[config.mk]
export PLATFORM = sky130hd
export DESIGN_NAME = acc_seq_ctrl
export DESIGN_NICKNAME = d
export VERILOG_FILES = /design/src/rtl/acc_seq_ctrl.sv
export SDC_FILE = /design/constraint.sdc
export NUM_CORES = 1
export LEC_CHECK = 0
export ABC_AREA = 1
export BUFFER_PORTS_ARGS = -buffer_cell sky130_fd_sc_hd__buf_4
export CORE_ASPECT_RATIO = 0.8
export CORE_UTILIZATION = 45
export CTS_CLUSTER_DIAMETER = 50
export DETAILED_ROUTE_END_ITERATION = 6
export PLACE_DENSITY = 0.7
export SYNTH_ARGS = -nofsm -noshare
export SYNTH_HDL_FRONTEND = slang
export SYNTH_SLANG_ARGS = --single-unit
[constraint.sdc]
create_clock -name HCLK -period 2.85 [get_ports HCLK]
set_input_delay 0.4275 -clock HCLK [delete_from_list [all_inputs] [get_ports HCLK]]
set_output_delay 0.4275 -clock HCLK [all_outputs]
set_load 0.01 [all_outputs]
[src/rtl/acc_seq_ctrl.sv]
// acc_seq_ctrl: APB-programmed sequencer for a 9-lane 8x8 accelerator.
// It holds the operands and results, sends a one-cycle start pulse, waits for
// completion with a timeout guard, and raises a level interrupt when a job ends.
module acc_seq_ctrl #(
  parameter int APB_ADDR_WIDTH = 12,
  parameter int TIMEOUT_CYCLES = 1024
) (
  input  logic                      HCLK,
  input  logic                      HRESET,
  input  logic [APB_ADDR_WIDTH-1:0] PADDR,
  input  logic [31:0]               PWDATA,
  input  logic                      PWRITE,
  input  logic                      PSEL,
  input  logic                      PENABLE,
  output logic [31:0]               PRDATA,
  output logic                      PREADY,
  output logic                      PSLVERR,
  output logic                      acc_start,
  input  logic                      acc_done,
  output logic [71:0]               acc_in_A,
  output logic [71:0]               acc_in_B,
  input  logic [143:0]              acc_out,
  output logic                      irq
);

  typedef enum logic [1:0] {
    ST_IDLE    = 2'd0,
    ST_START   = 2'd1,
    ST_BUSY    = 2'd2,
    ST_CAPTURE = 2'd3
  } state_t;

  localparam logic [15:0] CNT_LAST = 16'(TIMEOUT_CYCLES - 1);

  state_t         r_state;
  state_t         w_next_state;
  logic [71:0]    r_op_a;
  logic [71:0]    r_op_b;
  logic [143:0]   r_res;
  logic           r_irq_en;
  logic           r_done;
  logic           r_tout;
  logic [7:0]     r_run_cnt;
  logic [15:0]    r_cnt;

  logic [9:0]     w_widx;
  logic           w_wr;
  logic           w_busy;
  logic           w_op_sel;
  logic           w_start_req;
  logic           w_err;
  logic           w_start_go;
  logic           w_timeout_hit;

  // Word index is the address with the byte offset dropped; upper bits beyond
  // the 4 KB window are ignored by the truncation.
  assign w_widx        = 10'(PADDR >> 2);
  assign w_wr          = PSEL & PENABLE & PWRITE;
  assign w_busy        = (r_state != ST_IDLE);
  assign w_op_sel      = (w_widx >= 10'd2) && (w_widx <= 10'd7);
  assign w_start_req   = (w_widx == 10'd0) && PWDATA[0];
  // Starting or touching operands while a job is in flight is refused whole.
  assign w_err         = w_wr & w_busy & (w_start_req | w_op_sel);
  assign w_start_go    = w_wr & ~w_busy & w_start_req;
  assign w_timeout_hit = (r_cnt == CNT_LAST);

  assign PREADY    = 1'b1;
  assign PSLVERR   = w_err;
  assign acc_start = (r_state == ST_START);
  assign acc_in_A  = r_op_a;
  assign acc_in_B  = r_op_b;
  assign irq       = r_irq_en & (r_done | r_tout);

  // State register.
  always_ff @(posedge HCLK) begin
    if (HRESET) r_state <= ST_IDLE;
    else        r_state <= w_next_state;
  end

  // Next-state logic; completion takes priority over timeout in the same cycle.
  always_comb begin
    w_next_state = r_state;
    case (r_state)
      ST_IDLE:    if (w_start_go) w_next_state = ST_START;
      ST_START:   w_next_state = ST_BUSY;
      ST_BUSY: begin
        if (acc_done)           w_next_state = ST_CAPTURE;
        else if (w_timeout_hit) w_next_state = ST_IDLE;
      end
      ST_CAPTURE: w_next_state = ST_IDLE;
      default:    w_next_state = ST_IDLE;
    endcase
  end

  // Timeout counter: cleared while the start pulse is out, counts BUSY cycles.
  always_ff @(posedge HCLK) begin
    if (HRESET)                  r_cnt <= 16'd0;
    else if (r_state == ST_START) r_cnt <= 16'd0;
    else if (r_state == ST_BUSY)  r_cnt <= r_cnt + 16'd1;
  end

  // Control and status flags; job-end events are applied after CTRL clears.
  always_ff @(posedge HCLK) begin
    if (HRESET) begin
      r_irq_en  <= 1'b0;
      r_done    <= 1'b0;
      r_tout    <= 1'b0;
      r_run_cnt <= 8'd0;
    end else begin
      if (w_wr && (w_widx == 10'd0) && !w_err) begin
        r_irq_en <= PWDATA[1];
        if (PWDATA[2] || w_start_go) begin
          r_done <= 1'b0;
          r_tout <= 1'b0;
        end
      end
      if ((r_state == ST_BUSY) && !acc_done && w_timeout_hit) r_tout <= 1'b1;
      if (r_state == ST_CAPTURE) begin
        r_done    <= 1'b1;
        r_run_cnt <= r_run_cnt + 8'd1;
      end
    end
  end

  // Operand registers, writable only while idle; unused upper bytes dropped.
  always_ff @(posedge HCLK) begin
    if (HRESET) begin
      r_op_a <= '0;
      r_op_b <= '0;
    end else if (w_wr && w_op_sel && !w_busy) begin
      case (w_widx)
        10'd2:   r_op_a[31:0]  <= PWDATA;
        10'd3:   r_op_a[63:32] <= PWDATA;
        10'd4:   r_op_a[71:64] <= PWDATA[7:0];
        10'd5:   r_op_b[31:0]  <= PWDATA;
        10'd6:   r_op_b[63:32] <= PWDATA;
        10'd7:   r_op_b[71:64] <= PWDATA[7:0];
        default: ;
      endcase
    end
  end

  // Result capture on the BUSY edge where the accelerator reports completion.
  always_ff @(posedge HCLK) begin
    if (HRESET)                                r_res <= '0;
    else if ((r_state == ST_BUSY) && acc_done) r_res <= acc_out;
  end

  // Read mux, purely from the address; holes read all-ones.
  always_comb begin
    PRDATA = 32'hFFFF_FFFF;
    case (w_widx)
      10'd0:  PRDATA = {29'd0, 1'b0, r_irq_en, 1'b0};
      10'd1:  PRDATA = {16'd0, r_run_cnt, 5'd0, r_tout, r_done, w_busy};
      10'd2:  PRDATA = r_op_a[31:0];
      10'd3:  PRDATA = r_op_a[63:32];
      10'd4:  PRDATA = {24'd0, r_op_a[71:64]};
      10'd5:  PRDATA = r_op_b[31:0];
      10'd6:  PRDATA = r_op_b[63:32];
      10'd7:  PRDATA = {24'd0, r_op_b[71:64]};
      10'd8:  PRDATA = r_res[31:0];
      10'd9:  PRDATA = r_res[63:32];
      10'd10: PRDATA = r_res[95:64];
      10'd11: PRDATA = r_res[127:96];
      10'd12: PRDATA = {16'd0, r_res[143:128]};
      default: PRDATA = 32'hFFFF_FFFF;
    endcase
  end

endmodule

# Yosys cells after proc, flatten, opt, wreduce, memory -nomap -nowiden

Cells that the tools add are included.

Add/sub/neg operators: 2
Multiply operators: 0
Divide/modulo/power cells: 0
Order comparisons: 2
Equal/unequal tests: 18
Shift operators: 0
Multiplexer cells: 9
Bitwise operators: 10
Reductions and logical operators: 30

Operators by type and width:

| kind                  | count |
|---|---|
| $pmux 32 s13          | 1 |
| $eq 10x4->1 const B   | 5 |
| $eq 10x3->1 const B   | 4 |
| $eq 10x2->1 const B   | 2 |
| $reduce_and 2->1      | 9 |
| $add 16x1->16 const B | 1 |
| $eq 16x10->1 const B  | 1 |
| $eq 10x1->1 const B   | 1 |
| $ge 10x2->1 const B   | 1 |
| $le 10x3->1 const B   | 1 |
| $logic_not 10->1      | 1 |
| $reduce_bool 2->1     | 5 |
| $logic_and 1x1->1     | 9 |
| $add 8x1->8 const B   | 1 |
| $pmux 2 s4            | 1 |
| $and 1x1->1           | 7 |
| $mux 2                | 3 |
| $eq 2x2->1 const B    | 2 |
| $mux 1                | 4 |
| $logic_not 1->1       | 3 |
| $ne 3x3->1 const B    | 1 |
| $eq 2x1->1 const B    | 1 |
| $logic_not 2->1       | 1 |
| $ne 2x2->1 const B    | 1 |
| 4 further kinds       | 5 |

Register bits after elaboration: 317
Bits in latches: 0
RAM bits: 0
Bits in read-only memories: 0
Bits of input ports: 194
Output and inout port bits: 180
Memories kept: 0

# Logic depth before layout (Yosys ltp)

Gate-level depths: netlist of run 1.

Depth in word-level cells: 8
Gate-level depth with buffers: 13
Mapped depth without buffers: 13

# Least setup slack after synthesis of run 1

No wires, ideal clock.

Path type: input port to output port
Start: input port PADDR[11]
End: output port PRDATA[10]
Data arrival time: 1.653 ns
Required time: 2.423 ns
Setup slack: 0.769 ns
Stages: 10
Cell sequence: nor2_1 -> buf_4 -> nand2_2 -> nor2_4 -> nand2_2 -> nand2_1 -> nor2_4 -> inv_4 -> buf_4 -> nand3_1

Longest elaborated chain between the ends: 2
Elaborated cells between the ends (all ways): 14
Classes of those cells: eq/ne: 12; mux: 1; reduce/logical: 1

RTL lines:

| element                             | RTL line | RTL |
|---|---|---|
| start, declared                     | 10       | `input logic [APB_ADDR_WIDTH-1:0] PADDR,` |
| $eq 10x4->1 (tied with other cells) | 152      | `case (w_widx)` |
| $pmux 32 s13 (*)                    | 152      |  |
| end, declared                       | 15       | `output logic [31:0] PRDATA,` |

Mark *: on every way between the ends. The rest lies on a longest branch, timed or not.

# Worst setup path in the final report of run 1

Start: input port PADDR[11]
End: output port PRDATA[31]

The elaborated chain is that of the path after synthesis.

==> flow_summary.ini, run 1 <==
[synth]
yosys.area.top_type_share_pct = 45.8
synthTopCellsByArea = dfxtp_1, o21ai_0, nor2_1
syn_area_per_cell_um2 = 7.07
async_reset_ff_share_pct = 0
ys.flop_type = dfxtp_1
synth-seq-area-share_pct = 45.8
synth_area_mm2 = 0.0139
post-synth-top-area-cell = dfxtp_1
synthTopCellsByCount = dfxtp_1, nor2_1, nand2_1, o21ai_0, a21oi_1
synth-edff-count = 0
syn_nets = 2155
yosysMostFrequentCell = dfxtp_1
ys_ff_latch = 317
synthCells = 1959
ys_types = 36
yosys_warnings = 0

[timing]
finalCriticalPeriod_ps = 2760
fin_crit_sh_pct = 96.8
hold_violations = 0
setup_viol = 0
slew_headroom_pct = 22.3
grt_setup_unrepaired = no
finClkSkew_ps = 11.5
finalMaxSlewViolations = 0
fmax_ghz = 0.363
setup-tns-final_ps = 0
worstMarginPinSlew_ps = 1160

[clock_network]
ctsHtreeMaxLevel = 2
clockBufferDepth = 3
cts_tree = built
post-cts-setup-buffer-count = 0
clkTransAtPathRegs_ps = 60
postCtsResizedCells = 0
clkLatencyLatePin_ps = 530
cts_hold_buf = 0
cts_sinks = 317
root_buffer = clkbuf_16
numCtsBuffers = 36

[global_routing]
grt-ovfl-total = 0
antenna_found_initial = 4
grt.busiest_layer = met1
use_met2_pct = 46.1
grt_max_degree = 99
grt_pass1_wl_um = 79700
use_met1_pct = 49.4
track_usage_pct = 32.8
grt_pass1_vias = 13571
grt_use_met3_pct = 7.86

[worst_setup_path]
rr_startpoint = r_state[1]$_SDFFE_PP0P_
crit_family = simple AND/OR/NAND/NOR gates
required_ps = 2420
start_kind = input pin
r2r_end = acc_in_B[34]$_SDFFE_PP0P_
worst-setup-path-type = in2out
cp_max_fo = 16
cp_num_buf_inv = 4
cpMostUsedCell = buf_4
arrival_ps = 2330
crit_slowest_cell = nor2_1
end_kind = primary output
rr_worst_depth = 8
max_stage_delay_ps = 390
path_cells = buf_4, nor2_1, buf_4, nand2_1, nor2_2, nand2_2, buf_4, o22ai_1, nor2_1, nand4_1, buf_4
r2r_slack_ps = 460

[placement]
post_dp_cell_area_mm2 = 0.0170
routabilityCongestion = 0.968
portBuffers = 370
place_inst = 2661
dp_hpwl_um = 38200

[floorplanning]
core_mm2 = 0.0303
fp.dieH_um = 159
die_width_um = 198
rows = 57
initial_core_util_pct = 45.7
dieArea_mm2 = 0.0315
io_pins = 374

[drt]
drt-initial-drc-count = 1605
drcViolationCount = 2
ant_nets = 0
drt_wl_total_um = 53200
first_pass_iters = 7
vias = 15015
vias_per_cell = 5.50
wl_per_cell_um = 19.5

[final_layout]
stdcell_area_mm2 = 0.0183
syn2layout_area_growth_pct = 31.8
drive_gt1_share_pct = 22.6
final_nets = 2482
instances_no_fill = 2729

[pwr]
ir_worst_vdd_mv = 0.557
power_density_mw_per_mm2 = 543
power.leakage_uw = 0.00746
totalPowerFinal_uw = 9920

[outcome]
violations = design-rule violations
outcome = finished, violations left

[hold_path]
holdPathStages = 3
hold_path.class = in2reg
hold_start = PWDATA[12]
hold_end = acc_in_B[44]$_SDFFE_PP0P_

[flow_run]
maxCapViolations = 0
## through the flow
step / utilization (%) / hold WS [ps] / setup WS, ps
3_3_place_gp: 56.2 / 436 / 157
2_1_floorplan: - / 425 / 769
3_5_place_dp: 56.2 / 439 / 120
4_1_cts: 60.2 / 139 / 139
6_report: 60.2 / 157 / 92.3
5_1_grt: 60.2 / 149 / 1.09
## state kept, by name, indices dropped and copies added (netlist names)
| name | cells |
|---|---|
| r_res | 144 |
| acc_in_A | 72 |
| acc_in_B | 72 |
| r_cnt | 16 |
| r_run_cnt | 8 |
| r_state | 2 |
| r_done | 1 |
| r_irq_en | 1 |
| r_tout | 1 |
## kinds of logic (layout without fill, tap and decap cells)
| family | count (synthesis) | count (layout) | synth area share (%) |
|---|---|---|---|
| DFF | 317 | 317 | 45.8 |
| buffers and inverters | 292 | 647 | 8.76 |
| xor gates and xnor gates | 2 | 2 | 0.126 |
| other | 1 | 3 | 0.0271 |
| AOI/OAI and AO/OA | 513 | 513 | 19.3 |
| adders and majority gates | 2 | 2 | 0.181 |
| and+or+nand+nor | 832 | 832 | 25.8 |
## cells in the final DEF, fill, tap and decap left out, types with 3 or more instances in the layout
cell / instances
o221ai_1: 3
clkbuf_8: 6
inv_2: 8
o22ai_1: 28
nor3_1: 82
inv_6: 4
nand2_2: 6
nor2_1: 294
nand3_1: 117
clkinv_2: 7
buf_12: 8
clkbuf_1: 8
nand2_4: 3
inv_1: 148
dfxtp_1: 317
a21oi_1: 192
nor2_2: 8
nand4_1: 21
o21ai_0: 234
nor2_4: 9
clkbuf_16: 37
bufinv_16: 3
nand2_1: 285
o211ai_1: 19
buf_4: 413
o21ai_1: 32
## report_power, final
group	internal, uW	total, uW	switching [uW]
registers	4520	4550	30.2
clock network	2830	4720	1890
logic	280	650	371
## worst reg2reg max path: cells and delay by family, from the launching register on
family | cells | cell delay, ps
flops | 1 | 320
simple gates | 5 | 1410
compound gates | 1 | 150
buf+inv | 2 | 440
## cell type report
cell class,count,area [um^2]
Clock inverter,15,166
Tap cell,413,517
Antenna cell,2,5.00
Inverter,160,611
Sequential cell,317,6350
Timing Repair Buffer,421,3260
Multi-Input combinational cell,1350,6310
Fill cell,2821,12100
Clock buffer,51,1040
## worst max path at each step
stage / from / end / slack, ps / depth (start not counted)
global placement: PADDR[11] / PRDATA[11] / 160 / 12
CTS: PADDR[11] / PRDATA[6] / 140 / 13
finish: PADDR[11] / PRDATA[31] / 90 / 11
floorplan: PADDR[11] / PRDATA[10] / 770 / 10
global route: PADDR[11] / PRDATA[15] / 1 / 12
detailed placement: PADDR[11] / acc_in_B[2]$_SDFFE_PP0P_ / 120 / 11
## per-layer routing
metal	vias to the layer above	part of all wire, %
met4	4	2.0
met1	6989	44
met2	815	42
met5	-	0.051
met3	73	12
li1	7134	-
Note: power is estimated with default switching activity, not from simulation.
==> run 2, diff against run 1 <==
--- a/config.mk
+++ b/config.mk
@@ -6,12 +6,13 @@
 export NUM_CORES = 1
 export LEC_CHECK = 0
 export ABC_AREA = 1
-export BUFFER_PORTS_ARGS = -buffer_cell sky130_fd_sc_hd__buf_4
+export BUFFER_PORTS_ARGS = -buffer_cell sky130_fd_sc_hd__clkbuf_2
 export CORE_ASPECT_RATIO = 0.8
 export CORE_UTILIZATION = 45
 export CTS_CLUSTER_DIAMETER = 50
 export DETAILED_ROUTE_END_ITERATION = 6
 export PLACE_DENSITY = 0.7
+export SLEW_MARGIN = 10
 export SYNTH_ARGS = -nofsm -noshare
 export SYNTH_HDL_FRONTEND = slang
 export SYNTH_SLANG_ARGS = --single-unit
==> run 2 against run 1 <==
Against the previous run:
- the run now ends clean
- clock-buffer cell count is 5 lower
- total power shrank 1.6%
- critical path depth grew 1
- largest cell class unchanged
==> flow_summary.ini, run 2 (same netlist as run 1, synthesis figures left out) <==
[drt]
ant_nets = 0
drt_wl_total_um = 52600
vias_per_cell = 5.46
first_pass_iters = 5
drcViolationCount = 0
vias = 14867
drt-initial-drc-count = 1592
wl_per_cell_um = 19.3

[placement]
portBuffers = 370
routabilityCongestion = 0.981
dp_hpwl_um = 37800

[timing]
hold_violations = 0
finClkSkew_ps = 15.4
grt_setup_unrepaired = no
finalMaxSlewViolations = 0
setup-tns-final_ps = 0
fmax_ghz = 0.363
fin_crit_sh_pct = 96.7
slew_headroom_pct = 42.3
hold_ws_ps = 153
worstMarginPinSlew_ps = 864
finalCriticalPeriod_ps = 2760
setup_viol = 0

[final_layout]
ff_latch_area_mm2 = 0.00635
syn2layout_area_growth_pct = 25.1
largest_reg_flops = 144
final_nets = 2481
layout_common_cells = clkbuf_2, dfxtp_1, nor2_1, nand2_1, o21ai_0
regMostFlops = r_res
final_core_util_pct = 57.2
multi_input_area_mm2 = 0.00632
drive_gt1_share_pct = 22.6
num-fill-cells = 2926
final_common_cell = clkbuf_2

[worst_setup_path]
start_kind = input pin
required_ps = 2420
end_kind = primary output
worst-setup-path-type = in2out
cp_num_buf_inv = 5
max_stage_delay_ps = 290
path_cells = clkbuf_2, nor2_1, buf_4, buf_4, nand2_2, nor2_4, nand2_2, nand3_1, nor2_4, inv_4, nand3_1, clkbuf_2
crit_family = simple AND/OR/NAND/NOR gates
arrival_ps = 2330
cp_max_fo = 26
crit_slowest_cell = inv_4

[pwr]
p_sw_share_pct = 23.7
p_int_uw = 7450
pwr-share-seq_pct = 46.6
ir_worst_vdd_mv = 0.368
combPwrFrac_pct = 5.9
power_density_mw_per_mm2 = 563
power.switching_uw = 2310
power.share.clock_pct = 47.5
totalPowerFinal_uw = 9760
power.leakage_uw = 0.00720

[clock_network]
postCtsResizedCells = 0
cts_tree = built
cts_sinks = 317
clkTransAtPathRegs_ps = 60
clockBufferDepth = 3
post-cts-setup-buffer-count = 0
cts_hold_buf = 0
clkLatencyLatePin_ps = 530
ctsHtreeMaxLevel = 2
root_buffer = clkbuf_16
numCtsBuffers = 35

[hold_path]
hold_path.class = in2reg

[floorplanning]
core_mm2 = 0.0303
fp.dieH_um = 159
rows = 57
io_pins = 374
dieArea_mm2 = 0.0315
initial_core_util_pct = 45.7
die_width_um = 198

[global_routing]
antenna_found_initial = 3
track_usage_pct = 32.3
grt_max_degree = 113
grt_pass1_vias = 13501
grt-ovfl-total = 0
grt_pass1_wl_um = 78200

[outcome]
outcome = finished, final reports clean

[flow_run]
maxCapViolations = 0
run 2: power groups by stage:
stage	Clock, uW	Sequential (uW)	Combinational (uW)
2_1_floorplan	0	4630	292
3_3_place_gp	0	4640	558
3_5_place_dp	0	4640	564
4_1_cts	4670	4550	569
5_1_grt	4870	4550	628
6_report	4640	4550	575
run 2: worst reg2reg max path, cell delays in order, from the launching register on:
cell,delay [ps]
dfxtp_1,330
inv_1,110
nand2_1,140
nor2_1,220
nand3_2,310
nor2_4,750
o21ai_0,250
nor2_1,140
run 2: metrics by stage:
| step | instance area (um^2) | setup WS, ps | instances |
|---|---|---|---|
| 2_1_floorplan | 13900 | 769 | 1959 |
| 3_3_place_gp | 16100 | 83.2 | 2661 |
| 3_5_place_dp | 16100 | 67.3 | 2661 |
| 4_1_cts | 17300 | 59.2 | 2721 |
| 5_1_grt | 17300 | 11.7 | 2722 |
| 6_report | 17300 | 95.0 | 2723 |
run 2: per-layer routing:
metal	GRT usage (%)	part of all wire, %	vias to the layer above
li1	-	-	7140
met1	48.6	46	6900
met2	45.2	41	742
met3	8.07	11	83
met4	8.81	2.4	2
met5	0	0.021	-
run 2: final timing paths:
kind / from / to / slack [ps] / cells past startpoint
worst min-delay path: acc_out[3] / r_res[3]$_SDFFE_PP0P_ / 150 / 3
worst min register to register: r_res[133]$_SDFFE_PP0P_ / r_res[133]$_SDFFE_PP0P_ / 450 / 2
worst max-delay path: PADDR[11] / PRDATA[10] / 90 / 12
worst max register to register: r_state[1]$_SDFFE_PP0P_ / acc_in_B[19]$_SDFFE_PP0P_ / 540 / 7
run 2: cell type report:
class	instances	area share, %
sequential	317	36.6
multi-input combinational	1350	36.5
timing repair buffer	421	13.6
antenna	2	0.0289
clock inverter	14	0.997
tap	413	2.98
clock buffer	46	5.71
inverter	160	3.52
==> run 3, diff against run 2 <==
--- a/config.mk
+++ b/config.mk
@@ -7,11 +7,12 @@
 export LEC_CHECK = 0
 export ABC_AREA = 1
 export BUFFER_PORTS_ARGS = -buffer_cell sky130_fd_sc_hd__clkbuf_2
+export CAP_MARGIN = 20
 export CORE_ASPECT_RATIO = 0.8
 export CORE_UTILIZATION = 45
 export CTS_CLUSTER_DIAMETER = 50
 export DETAILED_ROUTE_END_ITERATION = 6
-export PLACE_DENSITY = 0.7
+export PLACE_DENSITY_LB_ADDON = 0.12
 export SLEW_MARGIN = 10
 export SYNTH_ARGS = -nofsm -noshare
 export SYNTH_HDL_FRONTEND = slang
==> run 3 against run 2 <==
Against the previous run:
- largest power group unchanged
- critical path type unchanged
- final area up 0.29%
- hold slack improved by 4.7 ps
- non-clock buffer count fell by 4
- largest cell class unchanged
- register-to-register slack improved by 50 ps
- die area is the same
- via count is 0.24% lower
==> flow_summary.ini, run 3 (same netlist as run 1, synthesis figures left out) <==
[timing]
fmax_ghz = 0.366
finClkSkew_ps = 12.6
worstMarginPinSlew_ps = 826
setup_ws_ps = 115
setup_viol = 0
setup-tns-final_ps = 0
finalMaxSlewViolations = 0
slew_headroom_pct = 44.8
hold_violations = 0
fin_crit_sh_pct = 96.0
finalCriticalPeriod_ps = 2740

[drt]
wl_met3_um = 5290
vias_per_cell = 5.45
wl_met2_um = 21000
ant_nets = 0
drt_wl_total_um = 52000
top_layer_used = met4
wl_met1_um = 24300
drcViolationCount = 0
drt-initial-drc-count = 1490
first_pass_iters = 6
wl_per_cell_um = 19.1
vias = 14831

[global_routing]
grt_pass1_vias = 13414
antenna_found_initial = 0
grt_pass1_wl_um = 78900
track_usage_pct = 32.4
grt-ovfl-total = 0
grt_max_degree = 86

[hold_path]
hold_path.class = in2reg

[final_layout]
syn2layout_area_growth_pct = 25.4
antenna_cells = 0
final_core_util_pct = 57.3
final_nets = 2480
largest_reg_flops = 144
regMostFlops = r_res
final_common_cell = clkbuf_2
layout_common_cells = clkbuf_2, dfxtp_1, nor2_1, nand2_1, o21ai_0
num-fill-cells = 2932
drive_gt1_share_pct = 22.5

[floorplanning]
dieArea_mm2 = 0.0315
io_pins = 374
initial_core_util_pct = 45.7
rows = 57
fp.dieH_um = 159
die_width_um = 198
core_mm2 = 0.0303

[clock_network]
cts_tree = built
numCtsBuffers = 38
cts_hold_buf = 0
cts_sinks = 317
clockBufferDepth = 3
root_buffer = clkbuf_16
ctsHtreeMaxLevel = 2
clkLatencyLatePin_ps = 520
clkTransAtPathRegs_ps = 60

[pwr]
totalPowerFinal_uw = 9980
ir_worst_vdd_mv = 0.385
p_int_uw = 7630
power_density_mw_per_mm2 = 574
p_sw_share_pct = 23.5
combPwrFrac_pct = 5.7
power.share.clock_pct = 48.7
power.leakage_uw = 0.00719
pwr-share-seq_pct = 45.6
power.switching_uw = 2350

[placement]
routabilityCongestion = 0.970
dp_slack_ps = -5.41
portBuffers = 370
dp_hpwl_um = 37000

[flow_run]
maxCapViolations = 0

[outcome]
outcome = finished, final reports clean

[worst_setup_path]
required_ps = 2420
worst-setup-path-type = in2out
end_kind = primary output
cp_max_fo = 11
start_kind = input pin
arrival_ps = 2310
## run 3: cell types whose count changed in the layout (fill, tap and decap cells not counted), sizes merged
cell	before	now
bufinv	3	2
clkinv	8	2
clkbuf	416	424
clkinvlp	2	4
inv	161	162
diode	2	0
buf	51	47
## run 3: area by class of cell
cell class / count / area, um^2 / area share [%]
flip-flops and latches: 317 / 6350 / 36.5
clock inverters: 10 / 131 / 0.756
well taps: 413 / 517 / 2.97
multi-input cells: 1350 / 6330 / 36.4
clock buffers: 54 / 1110 / 6.40
repair buffers: 417 / 2320 / 13.4
inverters: 160 / 614 / 3.54
## run 3: stage by stage
stage	hold WS [ps]	instances	area (um^2)
3_5_place_dp	437	2656	16100
3_3_place_gp	434	2656	16100
4_1_cts	143	2720	17300
6_report	158	2721	17400
2_1_floorplan	425	1959	13900
5_1_grt	155	2721	17400
## run 3: repair_timing
action                                  CTS  global route
resized for setup                         0             4
buffers inserted                          0             0
endpoints found under the setup margin    0            32
## run 3: path summary, 6_finish.rpt
path                                             endpoint  cells after the start  slack [ps]                     from
worst max-delay path                            PRDATA[7]                     10         110                 PADDR[7]
worst min-delay path                r_res[3]$_SDFFE_PP0P_                      3         160               acc_out[3]
worst max register to register  acc_in_B[26]$_SDFFE_PP0P_                      8         590  r_state[1]$_SDFFE_PP0P_
worst min register to register    r_res[124]$_SDFFE_PP0P_                      2         450  r_res[124]$_SDFFE_PP0P_
## run 3: layer usage
layer,vias up,track usage [%]
met5,-,0
met4,0,9.23
met3,89,6.90
met2,748,44.7
met1,6857,49.7
li1,7137,-
## run 3: worst max-delay path, cell delays in order
cell and delay (ps):
clkbuf_2 80, nor2_2 230, nand2_4 180, nor2_1 240, nand2_1 180, buf_4 240
o221ai_1 420, nor2_1 80, nand2_1 90, clkbuf_2 130
## run 3: power groups by stage
stage	logic, uW	registers, uW	clock network (uW)
floorplan	292	4630	0
finish	572	4550	4860
CTS	566	4550	4900
global placement	556	4640	0
global route	633	4550	5110
detailed placement	561	4640	0
